## src/rtl/keypad_scan.sv

```systemverilog
// Keypad scanner for a 4x4 active-low matrix: drives one column low at a time,
// samples the synchronized rows, classifies each full scan frame and debounces
// presses/releases before reporting a digit key (0..9) or the set key (10).
module keypad_scan #(
   parameter int SCAN_DIV     = 4,
   parameter int DEBOUNCE_CNT = 3
) (
   input  logic       clk,
   input  logic       n_rst,
   input  logic [3:0] row,
   output logic [3:0] col,
   output logic [3:0] keyValue,
   output logic       keySured,
   output logic       codeSet_t
);

   localparam logic [1:0] ST_IDLE       = 2'd0;
   localparam logic [1:0] ST_PRESS_DB   = 2'd1;
   localparam logic [1:0] ST_HELD       = 2'd2;
   localparam logic [1:0] ST_RELEASE_DB = 2'd3;

   localparam logic [15:0] DIV_LAST = 16'(SCAN_DIV - 1);
   localparam logic [7:0]  DB_LAST  = 8'(DEBOUNCE_CNT);

   logic [1:0]  rst_sync_q, rst_sync_d;
   logic [3:0]  row_s1_q, row_s2_q;
   logic [15:0] div_q, div_d;
   logic [1:0]  col_idx_q, col_idx_d;
   logic [3:0]  col_q, col_d;
   logic [15:0] samp_q, samp_d;
   logic [1:0]  state_q, state_d;
   logic [3:0]  cand_q, cand_d;
   logic [7:0]  cnt_q, cnt_d;
   logic [3:0]  key_q, key_d;
   logic        sured_q, sured_d;
   logic        set_q, set_d;

   logic        dwell_end;
   logic        frame_end;
   logic [4:0]  ones;
   logic [3:0]  code;
   logic        key_ok;
   logic [7:0]  cnt_inc;
   logic        cnt_hit;

   assign col       = col_q;
   assign keyValue  = key_q;
   assign keySured  = sured_q;
   assign codeSet_t = set_q;

   assign dwell_end = (div_q == DIV_LAST);
   assign frame_end = dwell_end && (col_idx_q == 2'd3);
   assign cnt_inc   = cnt_q + 8'd1;
   assign cnt_hit   = (cnt_inc == DB_LAST);

   // Column timing: divider per dwell, rotating one-cold column drive, and a
   // frame snapshot where bit r*4+c records "row r low while column c driven".
   always_comb begin
      rst_sync_d = {rst_sync_q[0], 1'b1};
      div_d      = div_q + 16'd1;
      col_idx_d  = col_idx_q;
      col_d      = col_q;
      samp_d     = samp_q;
      if (dwell_end) begin
         div_d     = 16'd0;
         col_idx_d = col_idx_q + 2'd1;
         col_d     = {col_q[2:0], col_q[3]};
         for (int c = 0; c < 4; c++) begin
            if (col_idx_q == 2'(c)) begin
               for (int r = 0; r < 4; r++) begin
                  samp_d[r*4 + c] = ~row_s2_q[r];
               end
            end
         end
      end
   end

   // Frame classification: exactly one low bit in the whole frame is a key;
   // anything else (none, multiple, or an unused code) is treated as no key.
   always_comb begin
      ones = 5'd0;
      code = 4'd0;
      for (int i = 0; i < 16; i++) begin
         if (samp_d[i]) begin
            ones = ones + 5'd1;
            code = 4'(i);
         end
      end
      key_ok = (ones == 5'd1) && (code <= 4'd10);
   end

   // Debounce FSM: advances only on frame boundaries once reset release has
   // been synchronized; outputs change in the same clock as the state.
   always_comb begin
      state_d = state_q;
      cand_d  = cand_q;
      cnt_d   = cnt_q;
      key_d   = key_q;
      sured_d = sured_q;
      set_d   = set_q;
      if (frame_end && rst_sync_q[1]) begin
         case (state_q)
            ST_IDLE: begin
               if (key_ok) begin
                  cand_d = code;
                  if (DEBOUNCE_CNT == 1) begin
                     state_d = ST_HELD;
                     key_d   = code;
                     sured_d = (code <= 4'd9);
                     set_d   = (code == 4'd10);
                     cnt_d   = 8'd0;
                  end else begin
                     state_d = ST_PRESS_DB;
                     cnt_d   = 8'd1;
                  end
               end
            end
            ST_PRESS_DB: begin
               if (key_ok && code == cand_q) begin
                  if (cnt_hit) begin
                     state_d = ST_HELD;
                     key_d   = cand_q;
                     sured_d = (cand_q <= 4'd9);
                     set_d   = (cand_q == 4'd10);
                     cnt_d   = 8'd0;
                  end else begin
                     cnt_d = cnt_inc;
                  end
               end else if (key_ok) begin
                  cand_d = code;
                  cnt_d  = 8'd1;
               end else begin
                  state_d = ST_IDLE;
                  cnt_d   = 8'd0;
               end
            end
            ST_HELD: begin
               if (!(key_ok && code == key_q)) begin
                  if (DEBOUNCE_CNT == 1) begin
                     state_d = ST_IDLE;
                     sured_d = 1'b0;
                     set_d   = 1'b0;
                     cnt_d   = 8'd0;
                  end else begin
                     state_d = ST_RELEASE_DB;
                     cnt_d   = 8'd1;
                  end
               end
            end
            default: begin
               if (key_ok && code == key_q) begin
                  state_d = ST_HELD;
                  cnt_d   = 8'd0;
               end else if (cnt_hit) begin
                  state_d = ST_IDLE;
                  sured_d = 1'b0;
                  set_d   = 1'b0;
                  cnt_d   = 8'd0;
               end else begin
                  cnt_d = cnt_inc;
               end
            end
         endcase
      end
   end

   // State registers; the row synchronizer and reset synchronizer live here too.
   always_ff @(posedge clk or negedge n_rst) begin
      if (!n_rst) begin
         rst_sync_q <= 2'b00;
         row_s1_q   <= 4'h0;
         row_s2_q   <= 4'h0;
         div_q      <= 16'd0;
         col_idx_q  <= 2'd0;
         col_q      <= 4'b1110;
         samp_q     <= 16'h0000;
         state_q    <= ST_IDLE;
         cand_q     <= 4'd0;
         cnt_q      <= 8'd0;
         key_q      <= 4'd0;
         sured_q    <= 1'b0;
         set_q      <= 1'b0;
      end else begin
         rst_sync_q <= rst_sync_d;
         row_s1_q   <= row;
         row_s2_q   <= row_s1_q;
         div_q      <= div_d;
         col_idx_q  <= col_idx_d;
         col_q      <= col_d;
         samp_q     <= samp_d;
         state_q    <= state_d;
         cand_q     <= cand_d;
         cnt_q      <= cnt_d;
         key_q      <= key_d;
         sured_q    <= sured_d;
         set_q      <= set_d;
      end
   end

endmodule
```

## config.mk

```make
export PLATFORM = sky130hd
export DESIGN_NAME = keypad_scan
export DESIGN_NICKNAME = d
export VERILOG_FILES = /design/src/rtl/keypad_scan.sv
export SDC_FILE = /design/constraint.sdc
export NUM_CORES = 1
export LEC_CHECK = 0
export ABC_AREA = 1
export CAP_MARGIN = 20
export CORE_MARGIN = 1
export CORE_UTILIZATION = 24
export CTS_CLUSTER_DIAMETER = 30
export DETAILED_ROUTE_END_ITERATION = 10
export GPL_ROUTABILITY_DRIVEN = 0
export SLEW_MARGIN = 15
export SYNTH_ARGS = -nofsm -noshare
export SYNTH_HDL_FRONTEND = slang
export SYNTH_SLANG_ARGS = --single-unit
```

## constraint.sdc

```tcl
create_clock -name clk -period 18.3 [get_ports clk]
set_clock_uncertainty 0.1 [all_clocks]
set_input_delay 2.745 -clock clk [delete_from_list [all_inputs] [get_ports clk]]
set_output_delay 2.745 -clock clk [all_outputs]
set_load 0.01 [all_outputs]
```

# == After elaboration in Yosys (flattened, before gate mapping) ==
# Cells that the tools add are included.
# totals
reg_bits,68
inputBits,6
out_inout_bits,10
word_cells,146
# classes
n_addsub,18
magnitude_cmp,2
eq_ne,18
muxes,75
bitwise_logic,5
n_reduce_logical,15
# ops
cell,n
$add 5x1->5 const B,15
$mux 5,15
$mux 4,16
$mux 8,5
$mux 16,2
$mux 1,25
$pmux 8 s3,1
$add 16x1->16 const B,1
$eq 16x2->1 const B,1
$mux 2,7
$add 8x1->8 const B,1
$eq 4x4->1,2
$eq 8x2->1 const B,1
$le 4x4->1 const B,2
$ne 2x2->1 const B,4
$pmux 4 s2,1
$eq 2x2->1 const B,3
$ne 3x3->1 const B,2
$pmux 2 s3,1
$reduce_and 3->1,2
$reduce_and 6->1,1
$eq 5x1->1 const B,1
$logic_and 1x1->1,5
$not 1->1,5
11 further kinds,14

# == Logic depth before layout (Yosys ltp) ==
# Gate-level depths: netlist of run 1.
# logic_depth
ltp_word,39
ltp_mapped,68
depth_no_buf,68

# == Least setup slack after synthesis of run 1 ==
# Ideal clock, no wire load.
# synth_timing
path_kind,flip-flop to flip-flop
startpoint,reg div_q[0]
endpoint,reg state_q[1]
setup_time_ns,0.120
arrival_time_ns,9.595
required_time_ns,18.080
setup_slack_ns,8.485
stages_incl_launch_ff,67
path_buffers,0
period_less_slack_ns,9.815
path_cell_list,dfrtp_1 ha_1 inv_1 nor2_1 nand2_1 nor2_1 nand2_1 nand2_1 nand2_1 ha_1 inv_1 nand2_2 nand2_1 ha_1 or2_1 and2_1 ha_1 nand2_1 [... 31 more ...] or2_2 nand2_1 inv_1 ha_1 nand2_1 o21a_1 inv_1 ha_1 nand2_1 inv_1 nand2_1 nand3_1 nor2_4 nand3_4 a21oi_4 nand2_4 o21ai_0 nand2_1
# synth_between
elab_chain_cells,38
word_cells_on_any_way,66
cone_classes,add/sub: 15; order compare: 1; eq/ne: 8; mux: 35; reduce/logical: 7
# synth_lines
element,line,source
"start, declared",27,"logic [15:0] div_q, div_d;"
"start signal, assigned",187,div_q <= div_d;
$eq 16x2->1 *,51,assign dwell_end = (div_q == DIV_LAST);
$mux 16,64,if (dwell_end) begin
$mux 1,84,if (samp_d[i]) begin
$add 5x1->5,85,ones = ones + 5'd1;
$mux 5,84,
$add 5x1->5,85,
$mux 5,84,
$add 5x1->5,85,
[... 22 more ...],-,
$mux 5,84,
$add 5x1->5,85,
$mux 5,84,
$eq 5x1->1,89,key_ok = (ones == 5'd1) && (code <= 4'd10);
$logic_and 1x1->1,89,
$logic_and 1x1->1 (on tied branches),"119, 138, 151",
$ne 3x3->1 (no source line) (tied with other cells),-,
$reduce_and 6->1 (no source line) / $pmux 2 s3 (equally long branches),-,
"end signal, assigned",191,state_q <= state_d;
"end, declared",31,"logic [1:0] state_q, state_d;"
# Mark *: on every way between the ends. The rest lies on a longest branch, timed or not.
# A chain may end at the register's enable or synchronous reset.

# == Worst setup path after layout of run 1 ==
# layout_timing
startpoint,reg div_q[0]
endpoint,reg cnt_q[1]
# layout_between
elab_chain_cells,38
word_cells_on_any_way,63
cone_classes,add/sub: 15; order compare: 1; eq/ne: 6; mux: 35; reduce/logical: 6
# layout_lines
element,line,source
$eq 16x2->1 *,51,
$mux 16,64,
$mux 1,84,
$add 5x1->5,85,
$mux 5,84,
$add 5x1->5,85,
$mux 5,84,
$add 5x1->5,85,
[... 22 more ...],-,
$mux 5,84,
$add 5x1->5,85,
$mux 5,84,
$eq 5x1->1,89,
$logic_and 1x1->1,89,
$logic_and 1x1->1 (on tied branches),"138, 151, 119",
$mux 8 (tied with other cells),151,if (key_ok && code == key_q) begin
$pmux 8 s3 / $reduce_and 3->1 (equally long branches),-,
"end signal, assigned",193,cnt_q <= cnt_d;
"end, declared",33,"logic [7:0] cnt_q, cnt_d;"
# Marks and branches as above.

==> flow_metrics.tcl, run 1 <==
set metrics [dict create \
    dp_cells 1058 \
    crit_arrival_ps 10700 \
    synth_area_per_cell_sq_um 6.73 \
    min-delay-start "row_s1_q[3]" \
    htreeDepth 3 \
    cts_tree "yes" \
    yosys_warnings 0 \
    r2r_slack_ps 7720 \
    worstMarginPinSlew_ps 865 \
    period_share_pct 57.8 \
    yosys.cell_types.count 44 \
    final_common_cell "nand2_1" \
    fin_crit_ps 10580 \
    ff2ff_path_depth 66 \
    crit_slowest_cell "dfrtp_1" \
    synth-main-ff-cell "dfrtp_1" \
    cp.depth 66 \
    synth_area_sq_mm 0.00518 \
    drtPass1Iterations 4 \
    antenna_cells 0 \
    yosysSeqAreaShare_pct 32.9 \
    async_reset_ff_share_pct 100 \
    cp_max_fo 7 \
    grt_usage_pct 10.3 \
    antenna_found_initial 0 \
    cp-start-kind "register" \
    vdd_drop_max_v 0.0000439 \
    holdBufCountCts 0 \
    cts_buffers 9 \
    path_clk_slew_ps 60 \
    nNetsFinal 825 \
    rsz0062_at_grt "no" \
    cpLargestDelayFamily "simple AND/OR/NAND/NOR gates" \
    synth_mux_area_share_pct 1.93 \
    relSlewSlack_pct 42.3 \
    drc 0 \
    root_buffer "clkbuf_16" \
    grt_overflow 0 \
    cts_resized 0 \
    fin_cells 1074 \
    io_pins 16 \
    vias_per_cell 4.10 \
    dr_total_vias 4407 \
    worst-setup-path-type "reg -> reg" \
    synth_xor_area_share_pct 2.03 \
    ant_nets 0 \
    synth_top_family_by_area "simple AND/OR/NAND/NOR gates" \
    critPathMaxStageDelay_ps 370 \
    cp-startpoint "div_q[0]" \
    tns_ps 0 \
    rows 53 \
    rr_startpoint "div_q[0]" \
    fin_total_pwr_w 0.000455 \
    powerDensity_mw_per_mm2 76.1 \
    hpwlAfterDp_microns 8260 \
    slew_viol_final 0 \
    clock.fmax_mhz 94.5 \
    die_w_microns 149 \
    grt_pass1_vias 4285 \
    start_util_pct 24.5 \
    worstSetupEndpointType "register" \
    cts_setup_buffers 0 \
    syn_nets 800 \
    synth_edf_count 0 \
    ys_seq_elements 68 \
    n_fill_cell 2351 \
    cp_num_buf_inv 10 \
    core_sq_mm 0.0211 \
    multiInputGateArea_sq_mm 0.00286 \
    portBuffers 15 \
    cp-endpoint "cnt_q[1]" \
    drv_cap 0 \
    grt_pass1_wl_microns 18800 \
    yosys.area_share.simple_pct 39.7 \
    cts_buffer_depth 2 \
    most-common-layout-cells "nand2_1, inv_1, nor2_1" \
    finalSetupViolCount 0 \
    leakagePower_nw 3.23 \
    ff_latch_area_sq_mm 0.00171 \
    worstPathRequired_ps 18420 \
    status "finished, final reports clean" \
    timing.rr.end "cnt_q[1]" \
    synth_fa_ha_area_share_pct 6.04 \
    wl_per_cell_microns 9.80 \
    dieArea_sq_mm 0.0222 \
    drive_gt1_share_pct 10.3 \
    drt_wl_total_microns 10500 \
    hold_viol_final 0 \
    clkSinkCount 68 \
    synth_compound_area_share_pct 5.49 \
    grt_max_degree 69 \
    worst_skew_pair.late_latency_ps 330 \
    dieHeight_microns 149 \
    hold_path_class "reg -> reg" \
    detail_route.iter0.violations 194 \
    cpMostUsedCell "nand2_1" \
    area_growth_pct 15.6 \
    netlist_instances 769 \
]
[Yosys cell counts, types with 4 or more instances]
cell,n,share of area [%]
a21oi_1,6,0.58
dfrtp_1,65,31
ha_1,25,6.0
inv_1,150,11
inv_2,5,0.36
mux2i_1,10,1.9
nand2_1,229,17
nand2_2,24,2.9
nand2_4,5,1.1
nand3_1,66,6.4
nand3b_1,8,1.2
nand4_1,10,1.2
nor2_1,70,5.1
nor2_4,6,1.3
nor4_1,4,0.48
o21ai_0,20,1.9
o21ai_1,9,0.87
or2_2,8,0.97
xnor2_1,5,0.85
xor2_1,7,1.2
[worst min-delay path by stage]
stage / slack, ps / end / cells after the start
after floorplan: 230 / row_s2_q[0] / 0
after global placement: 240 / row_s2_q[3] / 0
after detailed placement: 230 / row_s2_q[3] / 0
after CTS: 250 / row_s2_q[3] / 0
after global routing: 260 / row_s2_q[2] / 0
final: 250 / row_s2_q[3] / 0
[state kept, by name, summed over array words and instances (netlist names)]
signal and count:
div_q 16, keyValue 4, rst_sync_q 2, row_s2_q 4, keySured 1, col 4, state_q 2, row_s1_q 4
col_idx_q 2, cand_q 4, cnt_q 8, samp_q 16, codeSet_t 1
[report_power, final]
| group | internal, W | total, W | leakage (nW) | switching, W |
|---|---|---|---|---|
| clock | 0.000120 | 0.000188 | 0.156 | 0.0000677 |
| sequential | 0.000154 | 0.000155 | 0.875 | 0.00000145 |
| combinational | 0.0000394 | 0.000112 | 2.20 | 0.0000730 |
[per-layer routing]
metal | routed length [microns] | up-vias | global-route usage, %
met5 | 0 | - | 0
met4 | 85 | 0 | 2.76
met3 | 151 | 11 | 1.50
met2 | 4880 | 22 | 17.8
met1 | 5410 | 1955 | 13.5
li1 | - | 2419 | -
[stage by stage]
step | cell area [sq um] | worst slack, ps | hold slack (ps) | utilization, %
detailed placement | 5660 | 7680 | 235 | 26.8
CTS | 5980 | 7640 | 248 | 28.4
global route | 5980 | 6740 | 258 | 28.4
floorplan | 5180 | 8480 | 231 | -
finish | 5980 | 7720 | 248 | 28.4
global placement | 5660 | 7910 | 237 | 26.8
[kinds of logic after synthesis]
| family | count (synthesis) |
|---|---|
| AND/OR/NAND/NOR | 445 |
| buffers and inverters | 160 |
| flip-flops | 68 |
| AO/OA/AOI/OAI | 48 |
| adder cells (fa/ha/maj) | 25 |
| XOR/XNOR | 12 |
| multiplexers | 10 |
| other | 1 |
[area by class of cell]
cell class	count	area share (%)
Timing Repair Buffer	16	2.55
Sequential cell	68	28.5
Multi-Input combinational cell	541	47.8
Tap cell	275	5.75
Clock buffer	9	3.76
Clock inverter	7	1.65
Inverter	158	9.94
[worst register-to-register path, delay by kind of cell, from the launching register on]
kind	cells	cell delay [ps]
DFF	1	370
buffers and inverters	10	520
AOI/OAI and AO/OA	2	270
and+or+nand+nor	39	5320
adders and majority gates	15	3890
Power figures use the tool's default switching activity.
==> inputs of run 2 (changes only) <==
clock period = 10.85 ns   (was 18.3 ns; I/O delays follow)
==> flow_metrics.tcl, run 2 (same netlist as run 1, synthesis figures left out) <==
set metrics [dict create \
    status "finished, final reports clean" \
    leakagePower_nw 3.27 \
    ff2ff_path_depth 68 \
    dp_cells 1058 \
    portBuffers 15 \
    vias_per_cell 4.12 \
    fin_ws_ps 678 \
    antenna_found_initial 0 \
    multiInputGateArea_sq_mm 0.00296 \
    r2r_slack_ps 680 \
    drv_cap 0 \
    dpl_worst_slack_ps 228 \
    dieHeight_microns 149 \
    htreeDepth 3 \
    most-common-layout-cells "nand2_1, inv_1, nor2_1" \
    cp_max_fo 5 \
    ff_latch_area_sq_mm 0.00171 \
    powerDensity_mw_per_mm2 123 \
    worstSetupEndpointType "register" \
    vdd_drop_max_v 0.0000691 \
    drtPass1Iterations 4 \
    dpl_cell_area_sq_mm 0.00566 \
    worst-setup-path-type "reg -> reg" \
    reg_top3 "div_q x16, samp_q x16, cnt_q x8" \
    min_path_cells 0 \
    grt_pass1_vias 4249 \
    n_fill_cell 2328 \
    min_to "row_s2_q[1]" \
    timing.rr.end "codeSet_t" \
    hpwlAfterDp_microns 8170 \
    core_sq_mm 0.0211 \
    cpMostUsedCell "nand2_1" \
    drc 0 \
    grt_overflow 0 \
    nNetsFinal 832 \
    holdWs_ps 249 \
    worstPathRequired_ps 10980 \
    min-delay-start "row_s1_q[1]" \
    hold_viol_final 0 \
    cts_buffers 9 \
    area_growth_pct 18.3 \
    rr_startpoint "div_q[0]" \
    postLayoutCellArea_sq_mm 0.00612 \
    grt_pass1_wl_microns 18900 \
    crit_slowest_cell "dfrtp_1" \
    io_pins 16 \
    dieArea_sq_mm 0.0222 \
    detail_route.iter0.violations 151 \
    antenna_cells 0 \
    path_clk_slew_ps 60 \
    root_buffer "clkbuf_16" \
    period_share_pct 93.8 \
    start_util_pct 24.5 \
    drt_wl_total_microns 10700 \
    finalSetupViolCount 0 \
    die_w_microns 149 \
    wl_per_cell_microns 9.93 \
    clock.fmax_mhz 98.3 \
    crit_arrival_ps 10300 \
    relSlewSlack_pct 42.4 \
    ant_nets 0 \
    worst_skew_pair.late_latency_ps 330 \
    clkSinkCount 68 \
    cts_tree "yes" \
    fin_cells 1081 \
    fin_crit_ps 10170 \
    grt_max_degree 69 \
    rows 53 \
    grt_usage_pct 10.4 \
    cts_buffer_depth 2 \
    slew_viol_final 0 \
    drive_gt1_share_pct 13.8 \
    hold_path_class "reg -> reg" \
    dr_total_vias 4457 \
    final_common_cell "nand2_1" \
    critPathMaxStageDelay_ps 410 \
    cp-start-kind "register" \
    worstMarginPinSlew_ps 864 \
    fin_util_pct 29.0 \
]
run 2: cell count changes in the layout (fill, tap and decap cells not counted), moves of 3 or more:
cell     before  now
buf_4         1    7
nor2_1       70   66
o21ai_2       3    6
ha_1         25   21
nand2_1     229  218
nand2_2      24   33
nor2_2        2    5
run 2: critical path: cells and delay by family (launching register included):
family / cells / cell delay (ps)
AND/OR/NAND/NOR: 40 / 5010
flip-flops: 1 / 410
buffers and inverters: 10 / 450
adder cells (fa/ha/maj): 15 / 3750
AO/OA/AOI/OAI: 3 / 300
run 2: worst max path at each step:
stage	startpoint	endpoint
2_1_floorplan	div_q[0]	state_q[1]
3_3_place_gp	div_q[0]	codeSet_t
3_5_place_dp	div_q[0]	cnt_q[7]
4_1_cts	div_q[0]	cnt_q[7]
5_1_grt	div_q[2]	keySured
6_report	div_q[0]	codeSet_t
run 2: area by class of cell:
cell class | count | area share, %
Clock buffer | 11 | 3.96
Tap cell | 275 | 5.62
Timing Repair Buffer | 23 | 3.55
Sequential cell | 68 | 27.8
Clock inverter | 5 | 0.981
Inverter | 158 | 9.70
Multi-Input combinational cell | 541 | 48.3
run 2: per-layer routing:
layer  global-route usage, %  wire, microns
met1                    13.5           5380
met2                    17.8           5070
met3                    1.56            163
met4                    3.21            116
met5                       0              0
run 2: metrics by stage:
| stage | power, W | TNS [ps] |
|---|---|---|
| final | 0.000755 | 0 |
| after global placement | 0.000454 | 0 |
| after CTS | 0.000760 | 0 |
| after detailed placement | 0.000457 | 0 |
| after floorplan | 0.000420 | 0 |
| after global routing | 0.000809 | -98.0 |
run 2: power by group:
group | total [W] | internal, W | switching (W)
combinational | 0.000198 | 0.0000695 | 0.000128
sequential | 0.000262 | 0.000259 | 0.00000255
clock | 0.000296 | 0.000185 | 0.000111
total | 0.000755 | 0.000513 | 0.000241
run 2: repair_timing:
item	in CTS	in global routing
endpoints found under the setup margin	0	20
hold buffers	0	0
gates resized for setup	0	29
setup buffers	0	7
==> inputs of run 3 (changes only) <==
ABC_AREA = 0   (was 1)
CAP_MARGIN = default   (was 20)
==> flow_metrics.tcl, run 3 <==
set metrics [dict create \
    dieHeight_microns 155 \
    drt_wl_total_microns 13600 \
    cp-start-kind "register" \
    worstMarginPinSlew_ps 889 \
    relSlewSlack_pct 40.7 \
    dieArea_sq_mm 0.0240 \
    drive_gt1_share_pct 22.9 \
    synth_area_per_cell_sq_um 8.63 \
    postLayoutCellArea_sq_mm 0.00716 \
    synth.top_cells.by_count "nand2_1, dfrtp_1, nor2_1" \
    cp_max_fo 7 \
    yosys_warnings 0 \
    synth_edf_count 0 \
    drc 0 \
    synth_fa_ha_area_share_pct 5.57 \
    synth_top_family_by_area "simple AND/OR/NAND/NOR gates" \
    crit_arrival_ps 10580 \
    fin_util_pct 31.4 \
    ant_nets 0 \
    cpMostUsedCell "ha_4" \
    grt_pass1_vias 4692 \
    portBuffers 15 \
    worst_skew_pair.late_latency_ps 330 \
    antenna_cells 0 \
    dr_total_vias 4876 \
    worstPathRequired_ps 10970 \
    synth_xor_area_share_pct 10.7 \
    yosys.cell_types.count 90 \
    grt_overflow 0 \
    syn_nets 682 \
    worstSetupEndpointType "register" \
    worst-setup-path-type "reg -> reg" \
    synth_area_leaders "dfrtp_1, xnor2_1, ha_1, nand2_1, nor2_1" \
    clkSinkCount 68 \
    cpLargestDelayFamily "adder cells" \
    powerDensity_mw_per_mm2 165 \
    cts_buffer_depth 2 \
    tns_ps 0 \
    yosysSeqAreaShare_pct 30.3 \
    synth.most_common_cell "nand2_1" \
    ys_seq_elements 68 \
    crit_slowest_cell "dfrtp_1" \
    synth_area_sq_mm 0.00562 \
    period_share_pct 96.5 \
    vdd_drop_max_v 0.0000797 \
    netlist_instances 651 \
    final_common_cell "nand2_1" \
    hpwlAfterDp_microns 9700 \
    wl_per_cell_microns 13.2 \
    grt_pass1_wl_microns 22500 \
    reg_top3 "div_q x16, samp_q x16, cnt_q x8" \
    drtPass1Iterations 5 \
    grt_usage_pct 11.4 \
    hold_viol_final 0 \
    cp_num_buf_inv 6 \
    nNetsFinal 741 \
    clock.fmax_mhz 95.6 \
    most-common-layout-cells "nand2_1, dfrtp_1, nor2_1" \
    synth_mux_area_share_pct 6.23 \
    critPathMaxStageDelay_ps 400 \
    drv_cap 0 \
    area_growth_pct 27.4 \
    dpl_cell_area_sq_mm 0.00635 \
    start_util_pct 24.7 \
    path_clk_slew_ps 60 \
    n_fill_cell 2342 \
    leakagePower_nw 3.00 \
    ff_latch_area_sq_mm 0.00171 \
    antenna_found_initial 0 \
    fin_crit_ps 10470 \
    core_sq_mm 0.0228 \
    detail_route.iter0.violations 326 \
    rows 55 \
    die_w_microns 155 \
    synth_top_area_cell "dfrtp_1" \
    io_pins 16 \
    synth_compound_area_share_pct 15.3 \
    yosysTopAreaCellShare_pct 28.9 \
    cts_tree "yes" \
    multiInputGateArea_sq_mm 0.00403 \
    root_buffer "clkbuf_16" \
    finalSetupViolCount 0 \
    yosys.area_share.simple_pct 27.4 \
    fin_total_pwr_w 0.00118 \
    async_reset_ff_share_pct 100 \
    grt_max_degree 69 \
    cts_buffers 9 \
    vias_per_cell 4.74 \
    slew_viol_final 0 \
    htreeDepth 3 \
    status "finished, final reports clean" \
    synth-main-ff-cell "dfrtp_1" \
    hold_path_class "reg -> reg" \
]
-- run 3: worst paths after layout --
kind / startpoint / end / slack [ps] / cells after the start
max in group asynchronous: n_rst / div_q[14] / 8670 / 2
max: div_q[1] / cnt_q[1] / 380 / 59
max reg2reg: div_q[1] / cnt_q[1] / 380 / 59
min: rst_sync_q[0] / rst_sync_q[1] / 250 / 0
min in group asynchronous: n_rst / col[0] / 1380 / 2
min reg2reg: rst_sync_q[0] / rst_sync_q[1] / 250 / 0
-- run 3: what timing repair did --
item | CTS | global route
hold endpoints to repair | 0 | 0
pin swaps | 3 | 27
setup buffers | 4 | 11
hold buffers | 0 | 0
endpoints found under the setup margin | 16 | 20
resized for setup | 12 | 54
-- run 3: layout make-up --
class	count	area share [%]
Tap cell	313	5.47
Clock inverter	6	1.56
Multi-Input combinational cell	527	56.3
Sequential cell	68	23.8
Timing Repair Buffer	68	7.59
Clock buffer	10	3.34
Inverter	36	1.92
-- run 3: worst reg2reg max path: cells and delay by family, from the launching register on --
family                   cells  cell delay (ps)
AO/OA/AOI/OAI                7             1170
adder cells (fa/ha/maj)     15             3580
buffers and inverters        6              630
flip-flops                   1              400
multiplexers                 6             1410
AND/OR/NAND/NOR             25             3090
-- run 3: cell families after synthesis --
kind of cell	count (synthesis)
buf+inv	56
mux	31
compound gates	122
xor+xnor	61
fa+ha+maj	25
other cells	1
simple gates	287
flops	68
-- run 3: per-layer routing --
| metal | track usage, % | wire length, microns | share of wire (%) |
|---|---|---|---|
| met3 | 2.14 | 421 | 3.1 |
| met5 | 0 | 0 | 0 |
| met2 | 18.4 | 6470 | 48 |
| met1 | 15.5 | 6590 | 49 |
| met4 | 2.88 | 107 | 0.79 |
-- run 3: report_power, final --
group / total [W] / internal [W] / switching (W)
Combinational: 0.000570 / 0.000263 / 0.000308
Sequential: 0.000266 / 0.000260 / 0.00000654
Clock: 0.000345 / 0.000231 / 0.000115
-- run 3: stage by stage --
| stage | setup slack (ps) | hold WS, ps | std cells |
|---|---|---|---|
| global route | -179 | 256 | 1028 |
| CTS | 7.25 | 247 | 1017 |
| finish | 385 | 247 | 1028 |
| floorplan | 3.05 | 231 | 651 |
| global placement | 63.8 | 234 | 997 |
| detailed placement | -190 | 235 | 997 |
==> patch 1 (flow settings as in run 3) <==
Register the output `codeSet_t` once more; this adds one clock of latency there. The other outputs are not delayed to match.
--- a/src/rtl/keypad_scan.sv
+++ b/src/rtl/keypad_scan.sv
@@ -48,3 +48,5 @@
    assign keySured  = sured_q;
-   assign codeSet_t = set_q;
+   always_ff @(posedge clk) begin
+      codeSet_t <= set_q;
+   end
 
Behaviour: no difference found for any inputs over 10 cycles, from zero or initial values and one cycle with n_rst low; that may be too few to reach the edited logic, so the function may still have changed.
==> patch 1 against run 3 <==
The run now ends with negative setup slack left. Hold slack barely moved. Global-route usage rose by 1.1 points. Design area rose by 0.94%. Routed wire length rose by 5.7%. Non-clock buffer count rose by 30. Largest power group unchanged. Sequential cell count rose by 1. Setup slack got worse by 0.41 ns. Highest routed layer unchanged. Cell count fell by 0.97%. Synthesized area fell by 1.6%. Power rose by 11%.
==> patch 1: results (changes against run 3) <==
hold_path:
  hold_start: "row_s1_q[0]$_DFF_PN0_"  # was rst_sync_q[0]$_DFF_PN0_
  whs_endpoint: "row_s2_q[0]$_DFF_PN0_"  # was rst_sync_q[1]$_DFF_PN0_
  holdPathStages: 0  # unchanged
yosys:
  ys_types: 75  # was 90
  ys_seq_area_share_pct: 31.20  # was 30.35%
  synth_edf_count: 0  # unchanged
  synth_fp_nets: 672  # was 682
  ys.flop_type: "dfrtp_1"  # unchanged
  async_reset_ff_share_pct: 98.55  # was 100.0%
  synth_area_leaders: "dfrtp_1 29%, xnor2_1 6.7%, nand2_1 5.3%, ha_1 4.8%, nor2_1 3.9%"  # was dfrtp_1 29%, xnor2_1 6.2%, ha_1 5.6%, nand2_1 5.1%, nor2_1 3.7%
  synthTopCellsByCount: "78 x nand2_1, 65 x dfrtp_1, 57 x nor2_1"  # was 76 x nand2_1, 65 x dfrtp_1, 56 x nor2_1
  syn_inst: 645  # was 651
sta:
  setup_violations: 6  # was 0
  fin_ws_ns: -0.02928  # was 0.3849 ns
  finalSetupTns_ns: -0.06622  # was 0 ns
  finalHoldWorstSlack_ns: 0.2465  # was 0.2467 ns
  max_slew.worst_pin.slew_ns: 0.9000  # was 0.8894 ns
grt:
  grt_pass1_wl_mm: 24.09  # was 22.52 mm
  grt_pass1_vias: 4840  # was 4692
  grt_max_degree: 69  # unchanged
  track_usage_pct: 12.52  # was 11.37%
  antenna_found_initial: 0  # unchanged
routing:
  wl_per_cell_um: 14.10  # was 13.21 µm
  firstDrtPassIters: 5  # unchanged
  vias_per_cell: 4.903  # was 4.743
  via_count: 4991  # was 4876
  drt-initial-drc-count: 335  # was 326
placed_design:
  dp_hpwl_mm: 10.34  # was 9.702 mm
  pre_cts_slack_ns: -0.2130  # was -0.1903 ns
  dp_cells: 983  # was 997
outcome:
  outcome: "complete, but fails checks"  # was completed
  violations: "negative setup slack"
power:
  total_leakage_power_nw: 3.122  # was 3.002 nW
  internal_power_mw: 0.8378  # was 0.7530 mW
  peakVddDrop_mv: 0.1045  # was 0.07966 mV
finish:
  nNetsFinal: 755  # was 741
  drive_gt1_share_pct: 26.06  # was 22.94%
worst_setup_path:
  reg2reg_from: "div_q[0]$_DFF_PN0_"  # was div_q[1]$_DFF_PN0_
  ff2ff_path_depth: 55  # was 59
  worstPathArrival_ns: 11.01  # was 10.58 ns
  slowest_delay_ns: 0.50  # was 0.40 ns
  rr_endpoint: "keyValue[1]$_DFFE_PN0P_"  # was cnt_q[1]$_DFFE_PN0P_
  cp_top_family: "adder cells"  # unchanged
  cp_max_fo: 4  # was 7
  critPathSlowestCell: "or4b_4"  # was dfrtp_1
clocking:
  clockRootBuffer: "clkbuf_16"  # unchanged
  ctsHtreeMaxLevel: 3  # unchanged
  insertion_delay_ns: 0.35  # was 0.33 ns
  path_clk_slew_ns: 0.06  # about the same
job:
  maxCapViolCount: 0  # unchanged
## patch 1: logic make-up (layout without fill, tap and decap cells)
group / count (synthesis) / after routing / synth area share (%)
adders and majority gates: 21 / 21 / 4.751
other: 1 / 1 / 0.06781
xor gates and xnor gates: 75 / 75 / 14.57
muxes: 28 / 28 / 5.860
and+or+nand+nor: 256 / 256 / 23.08
AOI/OAI and AO/OA: 133 / 134 / 16.06
DFF: 69 / 69 / 31.20
buffers and inverters: 62 / 149 / 4.412
## patch 1: per-stage QoR
stage	area [µm²]	power (mW)
2_1_floorplan	5697	0.7357
3_3_place_gp	6539	0.8576
3_5_place_dp	6539	0.8656
4_1_cts	7033	1.265
5_1_grt	7226	1.385
6_report	7226	1.306
## patch 1: area by class of cell
cell class | instances | area [µm²]
Clock buffer | 11 | 252.7
Clock inverter | 5 | 106.4
Fill cell | 2327 | 15410
Inverter | 35 | 131.4
Multi-Input combinational cell | 515 | 3877
Sequential cell | 69 | 1725
Tap cell | 285 | 356.6
Timing Repair Buffer | 98 | 775.7
## patch 1: metal layers
layer,GRT usage (%),wire length [µm],vias up
met5,0,0,-
met4,4.143,243,0
met3,2.396,446,18
met2,20.45,6690,84
met1,16.51,6976,2397
li1,-,-,2492
## patch 1: repair_timing
item                       in CTS  in global routing
gates cloned                    1                  0
buffers inserted               10                  9
pin swaps                      12                 40
gates resized for setup        10                 41
setup endpoints to repair      18                 20
## patch 1: power groups by stage
stage                     Sequential (mW)  Clock (mW)  Combinational (mW)
after global placement              0.276           0               0.581
after floorplan                     0.273           0               0.463
after detailed placement            0.276           0               0.589
final                               0.272       0.356               0.678
after global routing                0.273       0.376               0.736
after CTS                           0.272       0.364               0.629
## patch 1: how the worst max path moves through the flow
stage	start	endpoint	slack [ns]	depth (start not counted)
after floorplan	div_q[0]$_DFF_PN0_	cand_q[0]$_DFFE_PN0P_	-0.16	57
after global placement	div_q[8]$_DFF_PN0_	cnt_q[5]$_DFFE_PN0P_	-0.0004	48
after detailed placement	col_idx_q[1]$_DFFE_PN0N_	cnt_q[5]$_DFFE_PN0P_	-0.21	54
after CTS	col_idx_q[1]$_DFFE_PN0N_	keyValue[2]$_DFFE_PN0P_	0.01	55
after global routing	div_q[0]$_DFF_PN0_	keyValue[1]$_DFFE_PN0P_	-0.54	55
final	div_q[0]$_DFF_PN0_	keyValue[1]$_DFFE_PN0P_	-0.03	55
==> patch 2 (config.mk and constraints of run 3) <==
Without the edit above. `key_q` no longer has a reset.
--- a/src/rtl/keypad_scan.sv
+++ b/src/rtl/keypad_scan.sv
@@ -179,3 +179,2 @@
          cnt_q      <= 8'd0;
-         key_q      <= 4'd0;
          sured_q    <= 1'b0;
@@ -193,3 +192,2 @@
          cnt_q      <= cnt_d;
-         key_q      <= key_d;
          sured_q    <= sured_d;
@@ -199,2 +197,6 @@
 
+   always_ff @(posedge clk) begin
+      key_q <= key_d;
+   end
+
 endmodule
Function: same outputs for any inputs over 10 cycles, from zero or initial values and one cycle with n_rst low; that may be too few to reach the edited logic, so the function may still have changed.
==> patch 2 against run 3 <==
Synthesized cell count down 8.4%. Routed wire length down 7.6%. Sequential cell count unchanged. Setup slack better by 0.23 ns. Non-clock buffer count down 4. Power down 12%. Fmax up 2.2%. Combinational power down 19%. Design area down 8.5%. Hold slack worse by 0.0012 ns. Synthesized area down 6.4%. Largest power group unchanged. Highest routed layer unchanged.
==> patch 2: results (changes against run 3) <==
sta:
  max_slew.worst_pin.slew_ns: 1.015  # was 0.8894 ns
  fmax_mhz: 97.68  # was 95.56 MHz
  finalHoldWorstSlack_ns: 0.2455  # was 0.2467 ns
yosys:
  ys_types: 85  # was 90
  synth_area_leaders: "dfrtp_1 29%, xnor2_1 6.2%, ha_1 5.9%, nand2_1 5.0%, nor2_1 3.7%"  # was dfrtp_1 29%, xnor2_1 6.2%, ha_1 5.6%, nand2_1 5.1%, nor2_1 3.7%
  synthTopCellsByCount: "70 x nand2_1, 61 x dfrtp_1, 52 x nor2_1"  # was 76 x nand2_1, 65 x dfrtp_1, 56 x nor2_1
  ys_seq_area_share_pct: 32.81  # was 30.35%
  synth_fp_nets: 627  # was 682
  async_reset_ff_share_pct: 94.12  # was 100.0%
power:
  peakVddDrop_mv: 0.08363  # was 0.07966 mV
  total_leakage_power_nw: 2.715  # was 3.002 nW
  p_comb_share_pct: 44.3  # was 48.3%
  power_frac_clock_pct: 29.8  # was 29.2%
  internal_power_mw: 0.6582  # was 0.7530 mW
outcome:
  outcome: "completed"  # unchanged
finish:
  nNetsFinal: 683  # was 741
  instances_no_fill: 932  # was 1028
placed_design:
  dp_cells: 907  # was 997
  pre_cts_slack_ns: -0.2270  # was -0.1903 ns
  dp_hpwl_mm: 9.289  # was 9.702 mm
routing:
  wl_mm: 12.55  # was 13.58 mm
  vias_per_cell: 4.729  # was 4.743
  firstDrtPassIters: 4  # was 5
  m1WireLength_mm: 5.894  # was 6.588 mm
  route.met3.wl_um: 393  # was 421 µm
grt:
  grt_pass1_vias: 4391  # was 4692
  track_usage_pct: 11.88  # was 11.37%
  met2_usage_pct: 19.44  # was 18.43%
  grt_max_degree: 65  # was 69
  met1_usage_pct: 15.04  # was 15.46%
hold_path:
  whs_endpoint: "row_s2_q[0]$_DFF_PN0_"  # was rst_sync_q[1]$_DFF_PN0_
worst_setup_path:
  ff2ff_path_depth: 57  # was 59
  cp_max_fo: 4  # was 7
  r2r_slack_ns: 0.61  # was 0.38 ns
  crit_end: "state_q[0]$_DFFE_PN0P_"  # was cnt_q[1]$_DFFE_PN0P_
  worstPathArrival_ns: 10.36  # was 10.58 ns
[patch 2: area by class of cell]
class	count	area [µm²]
timing repair buffer	64	513.0
clock inverter	6	68.82
multi-input combinational	475	3528
tap	275	344.1
clock buffer	10	239.0
sequential	68	1725
inverter	34	127.6
fill	2241	14670
[patch 2: worst max-delay path: cells and delay by family, from the launching register on]
family	cells	cell delay (ns)
AOI/OAI and AO/OA	14	2.03
adders and majority gates	15	3.92
buffers and inverters	2	0.17
and+or+nand+nor	24	2.94
DFF	1	0.36
muxes	2	0.55
[patch 2: cell families after synthesis]
family | synth area share, %
mux | 3.022
buf+inv | 4.068
xor+xnor | 13.13
flops | 32.81
compound gates | 16.99
fa+ha+maj | 5.948
other cells | 0.07131
simple gates | 23.96
[patch 2: repair_timing]
item | in CTS | in global routing
setup buffers | 0 | 9
gates resized for setup | 8 | 36
pin swaps | 0 | 18
endpoints found under the setup margin | 14 | 20
